`config.mk`:
```
export PLATFORM = sky130hd
export DESIGN_NAME = mux_scan
export DESIGN_NICKNAME = d
export VERILOG_FILES = /design/src/rtl/mux_scan.sv
export SDC_FILE = /design/constraint.sdc
export NUM_CORES = 1
export LEC_CHECK = 0
export ABC_AREA = 1
export BUFFER_PORTS_ARGS = -buffer_cell sky130_fd_sc_hd__buf_2
export CORE_UTILIZATION = 45
export CTS_BUF_LIST = sky130_fd_sc_hd__clkbuf_2
export DETAILED_ROUTE_END_ITERATION = 7
export PLACE_DENSITY = 0.82
export SYNTH_ARGS = -nofsm -noshare
export SYNTH_HDL_FRONTEND = slang
export SYNTH_SLANG_ARGS = --single-unit
```
`constraint.sdc`:
```
create_clock -name Clk -period 5.3 [get_ports Clk]
set_clock_uncertainty 0.15 [all_clocks]
set_input_delay 0.53 -clock Clk [delete_from_list [all_inputs] [get_ports Clk]]
set_output_delay 0.53 -clock Clk [all_outputs]
set_load 0.03 [all_outputs]
```
`src/rtl/mux_scan.sv`:
```
// Purpose : N:1 registered channel selector, manual select or round-robin auto scan with per-channel dwell.
// Latency : one cycle from sel/din to out; out_ch, ch_start and scan_done are registered alongside out.
// Backpressure: none; hold freezes the auto scan, and out keeps sampling the active channel every cycle.
//
// Ports:
//   Clk, Reset_n      rising-edge clock, synchronous active-low reset
//   din               packed channel data, channel k at [k*DATA_W +: DATA_W]
//   sel               manual channel select, used when mode=0 (out-of-range values ignored)
//   mode              0 = manual, 1 = auto scan
//   hold              auto mode only: freeze dwell counter and channel pointer
//   out, out_ch       registered data of the active channel and its index
//   ch_start          one-cycle pulse in the first cycle out shows a new channel
//   scan_done         one-cycle pulse with ch_start when the auto scan wraps to channel 0
module mux_scan #(
    parameter int CH_NUM = 4,               // 2..16
    parameter int DATA_W = 8,
    parameter int DWELL  = 50,              // 1..65535
    localparam int SEL_W = $clog2(CH_NUM),
    localparam int CNT_W = $clog2(DWELL + 1)
) (
    input  logic                     Clk,
    input  logic                     Reset_n,
    input  logic [CH_NUM*DATA_W-1:0] din,
    input  logic [SEL_W-1:0]         sel,
    input  logic                     mode,
    input  logic                     hold,
    output logic [DATA_W-1:0]        out,
    output logic [SEL_W-1:0]         out_ch,
    output logic                     ch_start,
    output logic                     scan_done
);

    localparam logic [SEL_W:0]   CH_LIM   = (SEL_W + 1)'(CH_NUM);
    localparam logic [SEL_W-1:0] PTR_LAST = SEL_W'(CH_NUM - 1);
    localparam logic [CNT_W-1:0] CNT_LAST = CNT_W'(DWELL - 1);

    logic [SEL_W-1:0]  ptr;
    logic [SEL_W-1:0]  ptr_nxt;
    logic [CNT_W-1:0]  dwell_cnt;
    logic [CNT_W-1:0]  dwell_cnt_nxt;
    logic              scan_done_nxt;
    logic [DATA_W-1:0] sel_dat;

    // Low in the first cycle after reset release. That cycle still shows the
    // reset value on out, so it is not charged to channel 0's dwell; this way
    // channel 0 gets a full DWELL cycles on out after a reset, like every
    // other channel.
    logic              run;

    always_comb begin
        ptr_nxt       = ptr;
        dwell_cnt_nxt = dwell_cnt;
        scan_done_nxt = 1'b0;
        if (!mode) begin
            // Manual: the dwell counter idles at 0, so entering auto mode
            // always starts a fresh dwell on the current channel.
            dwell_cnt_nxt = '0;
            if ({1'b0, sel} < CH_LIM) begin
                ptr_nxt = sel;
            end
        end else if (!hold && run) begin
            if (dwell_cnt == CNT_LAST) begin
                dwell_cnt_nxt = '0;
                if (ptr == PTR_LAST) begin
                    ptr_nxt       = '0;
                    scan_done_nxt = 1'b1;
                end else begin
                    ptr_nxt = ptr + SEL_W'(1);
                end
            end else begin
                dwell_cnt_nxt = dwell_cnt + CNT_W'(1);
            end
        end
    end

    // Select on ptr_nxt so out, out_ch and ch_start all update on the same edge.
    always_comb begin
        sel_dat = '0;
        for (int k = 0; k < CH_NUM; k++) begin
            if (ptr_nxt == SEL_W'(k)) begin
                sel_dat = din[k*DATA_W +: DATA_W];
            end
        end
    end

    always_ff @(posedge Clk) begin
        if (!Reset_n) begin
            ptr       <= '0;
            dwell_cnt <= '0;
            run       <= 1'b0;
            out       <= '0;
            out_ch    <= '0;
            ch_start  <= 1'b0;
            scan_done <= 1'b0;
        end else begin
            ptr       <= ptr_nxt;
            dwell_cnt <= dwell_cnt_nxt;
            run       <= 1'b1;
            out       <= sel_dat;
            out_ch    <= ptr_nxt;
            ch_start  <= (ptr_nxt != ptr);
            scan_done <= scan_done_nxt;
        end
    end

endmodule
```
==> run summary <==
## Detailed routing
• total wire length: 2400 um
• number of vias per cell after detailed routing: 4.81
• Avg WL per Cell: 10.4 um
• total vias in the final route: 1111
• residual DRC count: 0
• number of nets still failing antenna checks after routing: 0
• router iterations before antenna repair: 4
• DR iter-0 viols: 14

## Setup path
• category of the worst setup path launch point: flip-flop
• category of the most critical setup path: flip-flop to flip-flop
• critical path fanouts, max: 14
• element type at the critical path end: flip-flop
• worst endpoint required time: 5390 ps
• WP data arrival: 2000 ps

## Yosys
• multiplexer share of the synthesized area: 0
• Synth Cell Area: 0.00111 mm2
• Synthesis Warnings: 0
• number of enable flip-flop cells after synthesis: 0
• Seq/Total Area, Yosys: 0.341
• adder-cell share of the synthesized area: 0.0337
• Yosys cell types: 26
• Post-synth top flop: sky130_fd_sc_hd__dfxtp_1
• compound-cell area share of the yosys netlist: 0.0561
• Post-Synthesis Mean Instance Area: 7.33 um2
• share of synthesized registers carrying an async set or reset: 0
• Yosys reg bits: 19
• main combinational cell family by area after synthesis: simple AND/OR/NAND/NOR gates
• synthesized instance count: 152
• share of the synthesized netlist area taken by xor and xnor gates: 0.0157
• Syn Nets: 193
• simple-gate area share of the yosys netlist: 0.455

## Clock network
• Clock H-tree levels: 1
• clock-pin slew on the worst setup and hold paths: 180 ps
• count of hold-fix buffers inserted at cts: 0
• Skew-Pair Late Insertion Delay: 310 ps
• number of buffers on the longest clock path: 2
• number of sinks handled by clock tree synthesis: 19
• library cell used as clock root buffer: sky130_fd_sc_hd__clkbuf_2
• post-cts repair resize count: 0
• setup bufs post-CTS: 0
• total CTS buffers: 3
• clock tree from TritonCTS: done

## Final layout
• number of nets at the end of the flow: 245
• commonest non-fill, non-tap cells in the layout: 49 x sky130_fd_sc_hd__buf_2, 27 x sky130_fd_sc_hd__nand2_1, 19 x sky130_fd_sc_hd__inv_1, 19 x sky130_fd_sc_hd__nand3_1, 19 x sky130_fd_sc_hd__dfxtp_1
• most common cell after layout, fill and taps aside: sky130_fd_sc_hd__buf_2
• Syn-to-layout area delta: 25.1%
• layout cell share with drive strength beyond 1: 0.365
• post-route core utilization: 0.613
• final antenna diode count: 0

## Placement
• quantity of I/O buffers inserted on ports: 49
• Routability Congestion: 0.841
• HPWL reported at the end of detailed placement: 1990 um

## Global routing
• number of global-route vias before repair: 987
• global-route wire length before repair: 3970 um
• met2 layer usage reported by global route: 0.344
• peak-usage layer in the global routing report: met2
• global-route met1 utilization: 0.249
• GRT Residual Overflow: 0
• antenna violations before repair: 0
• Global Route met3 Usage: 0.0292
• gr usage total: 0.202
• pin count of the biggest net entering global routing: 15

## Die
• starting density of the core: 0.490
• Die ar.: 0.00268 mm2
• overall die width: 51.8 um
• die height: 51.8 um
• number of placement rows: 17
• standard cell core area: 0.00228 mm2
• top-level I/O count: 50

## STA
• number of setup violations in the final report: 0
• Worst slew margin: 0.748
• number of max-slew violations in the final report: 0
• setup repair after global routing missed its margin: false
• Hold Vio Cnt, Final: 0
• minimum period implied by the final worst setup slack: 1910 ps
• Total Neg Setup Slack: 0 ps
• final cycle utilization of the critical path: 0.360
• f_max: 524 MHz
• transition time at the pin with the least slew margin: 375 ps

## Flow run
• number of maximum-capacitance violations: 0

## Hold path
• Tightest Hold Check Type: input pin to flip-flop

## Power and ir drop
• maximum VDD drop: 0.141 mV
• P_leak: 0.718 nW
• Power Density: 213 mW/mm2

## Outcome
• run status: finished clean

critical path, stage by stage (launching register included):
cell                      delay, ps
sky130_fd_sc_hd__dfxtp_1        430
sky130_fd_sc_hd__ha_1           160
sky130_fd_sc_hd__inv_1           60
sky130_fd_sc_hd__nor2_4         160
sky130_fd_sc_hd__nand3_4        110
sky130_fd_sc_hd__nand2_2         80
sky130_fd_sc_hd__nand3_2         70
sky130_fd_sc_hd__nand2_4        170
sky130_fd_sc_hd__nand2_4        100
sky130_fd_sc_hd__or2_0          210
sky130_fd_sc_hd__nand3_1         90
sky130_fd_sc_hd__inv_1           40
per-stage QoR:
step                power, mW  std cells  setup slack (ps)  instance area (um2)  hold WS, ps
CTS                     0.301        231              3370                 1400          267
global route            0.317        231              3220                 1400          258
global placement        0.239        227              3320                 1380          350
finish                  0.297        231              3390                 1400          280
floorplan               0.212        152              3490                 1110          325
detailed placement      0.240        227              3290                 1380          366
state kept, by name (all words and copies together), names as in the netlist:
name       flops
dwell_cnt      6
run            1
ptr            2
ch_start       1
scan_done      1
out            8
routing by layer:
metal  part of all wire  wire (um)  vias up
met4              0.015         36        0
met3              0.054        129        4
li1                   -          -      585
met2               0.47       1140       38
met5                  0          0        -
met1               0.46       1100      484
report_power, final:
| group | internal (mW) | switching, mW | total, mW |
|---|---|---|---|
| sequential | 0.151 | 0.00335 | 0.155 |
| clock | 0.0171 | 0.0445 | 0.0616 |
| combinational | 0.0304 | 0.0506 | 0.0810 |
| total | 0.199 | 0.0985 | 0.297 |
synthesized netlist by cell type (all sizes together), types with 2 or more instances:
master  count  share of area
a21oi       3          0.013
dfxtp      19           0.34
nand3      24           0.14
o21ai       8          0.036
ha          3          0.034
buf         2          0.018
nor2       14          0.074
nand2      34           0.14
inv        23          0.077
nor4        2          0.011
xor2        2          0.016
nor3        4          0.018
nor3b       2          0.013
or2         8          0.045
layout make-up:
| cell class | instances | area (um2) |
|---|---|---|
| Sequential cell | 19 | 380 |
| Timing Repair Buffer | 49 | 245 |
| Clock inverter | 1 | 5.00 |
| Inverter | 24 | 90.1 |
| Clock buffer | 3 | 15.0 |
| Fill cell | 214 | 881 |
| Tap cell | 28 | 35.0 |
| Multi-Input combinational cell | 107 | 624 |
cells by family after synthesis:
group           after synthesis
simple gates                 90
buf+inv                      26
flops                        19
fa+ha+maj                     3
compound gates               12
xor+xnor                      2
path summary, 6_finish.rpt:
kind / start / end / slack (ps) / cells after the start
worst min register to register: dwell_cnt[0] / dwell_cnt[0] / 380 / 2
worst max-delay path: dwell_cnt[0] / out[2] / 3390 / 11
worst max register to register: dwell_cnt[0] / out[2] / 3390 / 11
worst min-delay path: Reset_n / run / 280 / 1
Power figures use the tool's default switching activity.
